===== src/rtl/image_loader.sv =====
// rtl/image_loader.sv - Loads memory and register-file images from a word stream while holding the CPU in reset.
// Optional trailing-checksum check is enabled by defining IMAGE_LOADER_CHECKSUM_EN.
module image_loader #(
    parameter int MEM_AW = 13,
    parameter int RF_AW  = 5,
    parameter int CNT_W  = 14
) (
    input  logic              clk,
    input  logic              rst,
    input  logic              start,
    input  logic              in_valid,
    input  logic [31:0]       in_data,
    output logic              in_ready,
    output logic              mem_we,
    output logic [MEM_AW-1:0] mem_addr,
    output logic [31:0]       mem_wdata,
    output logic              rf_we,
    output logic [RF_AW-1:0]  rf_addr,
    output logic [31:0]       rf_wdata,
    output logic              cpu_rst,
    output logic              done,
    output logic              err
);
    localparam logic [2:0] S_HDR  = 3'd0;
    localparam logic [2:0] S_DATA = 3'd1;
    localparam logic [2:0] S_DONE = 3'd2;
    localparam logic [2:0] S_ERR  = 3'd3;
    localparam logic [2:0] S_CHK  = 3'd4;

    logic [2:0]        state;
    logic [MEM_AW-1:0] addr;
    logic [CNT_W-1:0]  remain;
    logic              tgt;

    logic              hdr_last;
    logic              hdr_tgt;
    logic [CNT_W-1:0]  hdr_cnt;
    logic [MEM_AW-1:0] hdr_base;
    logic [31:0]       hdr_end;
    logic              hdr_bad;
    logic              unused_bits;

`ifdef IMAGE_LOADER_CHECKSUM_EN
    logic [31:0]       sum;
`endif

    assign hdr_last    = in_data[31];
    assign hdr_tgt     = in_data[30];
    assign hdr_cnt     = in_data[16 +: CNT_W];
    assign hdr_base    = in_data[MEM_AW-1:0];
    assign unused_bits = ^in_data[15:MEM_AW];

    // End address is exclusive; a record may finish exactly at the top of its target space.
    assign hdr_end = 32'(hdr_base) + 32'(hdr_cnt) + 32'd1;
    assign hdr_bad = hdr_tgt ? (hdr_end > (32'd1 << RF_AW)) : (hdr_end > (32'd1 << MEM_AW));

    assign in_ready = (state == S_HDR) || (state == S_DATA) || (state == S_CHK);
    assign cpu_rst  = (state != S_DONE);
    assign done     = (state == S_DONE);
    assign err      = (state == S_ERR);

    always_ff @(posedge clk or negedge rst) begin
        if (!rst) begin
            state     <= S_HDR;
            addr      <= '0;
            remain    <= '0;
            tgt       <= 1'b0;
            mem_we    <= 1'b0;
            mem_addr  <= '0;
            mem_wdata <= '0;
            rf_we     <= 1'b0;
            rf_addr   <= '0;
            rf_wdata  <= '0;
`ifdef IMAGE_LOADER_CHECKSUM_EN
            sum       <= '0;
`endif
        end else begin
            mem_we <= 1'b0;
            rf_we  <= 1'b0;
            case (state)
                S_HDR: begin
                    if (in_valid) begin
                        if (hdr_last) begin
`ifdef IMAGE_LOADER_CHECKSUM_EN
                            state <= S_CHK;
`else
                            state <= S_DONE;
`endif
                        end else begin
                            addr   <= hdr_base;
                            remain <= hdr_cnt;
                            tgt    <= hdr_tgt;
                            state  <= hdr_bad ? S_ERR : S_DATA;
                        end
                    end
                end
                S_DATA: begin
                    if (in_valid) begin
                        mem_we    <= !tgt;
                        rf_we     <= tgt;
                        mem_addr  <= addr;
                        mem_wdata <= in_data;
                        rf_addr   <= addr[RF_AW-1:0];
                        rf_wdata  <= in_data;
                        addr      <= addr + 1'b1;
                        remain    <= remain - 1'b1;
`ifdef IMAGE_LOADER_CHECKSUM_EN
                        sum       <= sum + in_data;
`endif
                        // remain holds count-1, so zero marks the final word of the record
                        if (remain == '0) begin
                            state <= S_HDR;
                        end
                    end
                end
`ifdef IMAGE_LOADER_CHECKSUM_EN
                S_CHK: begin
                    if (in_valid) begin
                        state <= (in_data == sum) ? S_DONE : S_ERR;
                    end
                end
`endif
                S_DONE, S_ERR: begin
                    if (start) begin
                        state  <= S_HDR;
                        addr   <= '0;
                        remain <= '0;
                        tgt    <= 1'b0;
`ifdef IMAGE_LOADER_CHECKSUM_EN
                        sum    <= '0;
`endif
                    end
                end
                default: state <= S_HDR;
            endcase
        end
    end
endmodule


===== config.mk =====
export PLATFORM = sky130hd
export DESIGN_NAME = image_loader
export DESIGN_NICKNAME = d
export VERILOG_FILES = /design/src/rtl/image_loader.sv
export SDC_FILE = /design/constraint.sdc
export NUM_CORES = 1
export LEC_CHECK = 0
export CAP_MARGIN = 40
export CORE_MARGIN = 1
export CORE_UTILIZATION = 52
export DETAILED_ROUTE_END_ITERATION = 10
export PLACE_DENSITY = 0.82
export SYNTH_ARGS = -nofsm -noshare
export SYNTH_HDL_FRONTEND = slang
export SYNTH_SLANG_ARGS = --single-unit

===== constraint.sdc =====
create_clock -name clk -period 3.5 [get_ports clk]
set_input_delay 0.35 -clock clk [delete_from_list [all_inputs] [get_ports clk]]
set_output_delay 0.35 -clock clk [all_outputs]
set_load 0.02 [all_outputs]

==> impl_metrics.json <==
{
  "post-cts-setup-buffers": 0,
  "ys_top_cells_by_count": "dfrtp_1 (77), o21ai_0 (44), mux2_2 (42)",
  "critPathRequiredTime_ps": 3710,
  "hold-path-cell-count": 1,
  "synth.distinct_cells": 60,
  "initialDrtViolationCount": 287,
  "drtAntennaViolNets": 0,
  "yosys_most_used_dff": "dfrtp_1",
  "die_area_mm2": 0.009110,
  "num_io_pins": 124,
  "outcome": "complete, no violations",
  "finalPower_mw": 5.186,
  "dieWidth_um": 95.45,
  "synth_top_family_by_area": "compound AO/OA/AOI/OAI gates",
  "vdd_drop_max_v": 0.0004693,
  "drc_errors": 0,
  "diodes": 0,
  "drive_above_1_share_pct": 13.96,
  "grt_usage_pct": 26.88,
  "synth.top_cell.area_share_pct": 42.44,
  "max_freq_mhz": 308.0,
  "synth_edf_count": 0,
  "ys_ff_latch": 77,
  "ctsResizeCount": 0,
  "htreeDepth": 3,
  "syn_area_mm2": 0.004541,
  "fin_crit_sh_pct": 92.75,
  "critPathLaunchType": "primary input",
  "multi_input_area_mm2": 0.002188,
  "p_leak_nw": 2.576,
  "fin_nets": 620,
  "synth_xor_area_share_pct": 1.543,
  "wire_per_inst_um": 17.40,
  "antenna_found_initial": 0,
  "crit_path_max_fanout": 3,
  "firstDrtPassIters": 5,
  "final_area_mm2": 0.005891,
  "grt_pass1_vias": 3702,
  "syn_avg_cell_area_um2": 9.559,
  "min_path_type": "reg -> reg",
  "hold_viol": 0,
  "relSlewSlack_pct": 52.71,
  "clockBufferDepth": 2,
  "clock_sinks": 77,
  "synth_top_area_cell": "dfrtp_1",
  "async_reset_ff_share_pct": 100.0,
  "cts_tree": "yes",
  "grt_max_degree": 47,
  "worst_clock_skew_ps": 7.056,
  "root_buffer": "clkbuf_8",
  "synth_fa_ha_area_share_pct": 4.574,
  "grt_overflow": 0,
  "gp_congestion": 0.8147,
  "ys_warn_count": 0,
  "fin_crit_ps": 3246,
  "via_per_inst": 5.912,
  "dp.cells": 661,
  "drv_slew": 0,
  "synth_compound_area_share_pct": 16.92,
  "synth_mux_area_share_pct": 10.86,
  "synthTopCellsByArea": "dfrtp_1 (42%), mux2_2 (10%), buf_4 (6.1%)",
  "seq_area_frac_synth_pct": 42.44,
  "cp.arrival_ps": 3450,
  "dpl_cell_area_mm2": 0.005679,
  "rr_worst_depth": 7,
  "rows": 33,
  "initial_core_util_pct": 54.44,
  "numPortBuffers": 123,
  "powerDensity_mw_per_mm2": 880.4,
  "clock_latency_ps": 350,
  "layoutNonFillerInstCount": 678,
  "die_h_um": 95.45,
  "rsz0062_at_grt": "false",
  "area_delta_synth_final_pct": 29.73,
  "syn_nets": 527,
  "clk_pin_slew_worst_paths_ps": 80,
  "synthCells": 475,
  "wl_mm": 11.80,
  "dp_hpwl_mm": 8.716,
  "fill_cells": 646,
  "core_area_mm2": 0.008341,
  "holdWs_ps": 461.7,
  "grt_pass1_wl_mm": 18.55,
  "path_class": "in -> reg",
  "cts_buffers": 9,
  "yosys.area_share.simple_pct": 14.25,
  "endpoint_kind": "flop",
  "yosysMostFrequentCell": "dfrtp_1",
  "seqCellArea_mm2": 0.001927,
  "max_cap_violations": 0,
  "routed-via-count": 4008,
  "setup_violations": 0,
  "worst_pin_slew_ps": 709.3
}
-- per-stage QoR --
step                setup slack, ps  util, %  TNS (ps)
finish                        253.7    70.63         0
floorplan                     663.3        -         0
global placement              30.64    67.76         0
CTS                           275.8    70.63         0
global route                  68.51    70.63         0
detailed placement           -56.05    68.09    -56.05
-- layer usage --
metal	vias up	wire length, um	global-route usage, %
met5	-	0	0
met4	0	219	9.950
met3	17	881	5.263
met2	168	5540	43.57
met1	1970	5159	35.67
li1	1853	-	-
-- critical path, stage by stage --
cell	delay (ps)
clkdlybuf4s50_1	440
inv_1	120
ha_1	200
inv_1	60
fa_1	400
a21o_1	220
a221oi_1	290
a31oi_1	70
a2111oi_0	330
buf_4	190
nand2_1	50
o21ai_1	120
a211oi_1	80
or4_1	530
-- registers in the layout, indices dropped and copies added, names as in the netlist --
signal,count
rf_wdata,32
remain,14
addr,13
mem_addr,13
state,2
mem_we,1
rf_we,1
tgt,1
-- worst paths after layout --
kind | to | start | slack, ps
max | state[1] | in_data[0] | 250
min | mem_we | tgt | 460
max reg2reg | remain[4] | state[0] | 1070
min reg2reg | mem_we | tgt | 460
max in group asynchronous | tgt | rst | 2440
min in group asynchronous | mem_addr[1] | rst | 490
-- kinds of logic after synthesis --
logic type               Yosys count
AO/OA/AOI/OAI                    124
XOR/XNOR                           8
adder cells (fa/ha/maj)           16
buffers and inverters             75
flip-flops                        77
multiplexers                      44
AND/OR/NAND/NOR                  131
-- where the power goes --
group          internal (mW)  switching, mW  total [mW]
Sequential              1.29          0.370        1.66
Clock                  0.351          0.339       0.689
Combinational           1.37           1.46        2.83
Total                   3.02           2.17        5.19
-- placed cells by master (no fill, tap or decap), types with 2 or more instances in the layout --
cell             count
buf_4               16
a211o_1              2
a22oi_1              3
mux2i_1              2
clkbuf_8            10
o21a_1               3
clkdlybuf4s50_1    122
a21o_1               5
nor2b_1              5
nand2b_1             2
nor4b_1              2
o22ai_1              2
nor3_1              10
o211ai_1             2
nor3b_1              2
or4_1                3
and2_1               3
nand3b_1             4
a311oi_1             2
mux2_2              42
nor2_1              35
inv_1               17
a32oi_1              4
a31oi_1              7
a21oi_1             28
nand2_1             35
xor2_1               4
xnor2_1              4
a211oi_1             4
nand3_1              8
o21ai_0             44
dfrtp_1             77
a221oi_1             2
ha_1                15
and3_1              11
o21ai_1              2
clkinv_4             2
nor4_1               3
-- timing repair --
action                                  4_1_cts  5_1_grt
endpoints found under the hold margin        31        0
endpoints found under the setup margin        0        0
hold buffers                                  1        0
-- final cells by class --
type	count	share of cell area [%]
tap	105	2.230
timing repair buffer	140	23.41
multi-input combinational	323	37.15
inverter	17	1.083
sequential	77	32.71
clock buffer	11	2.400
clock inverter	5	1.020
Note: power is estimated with default switching activity, not from simulation.
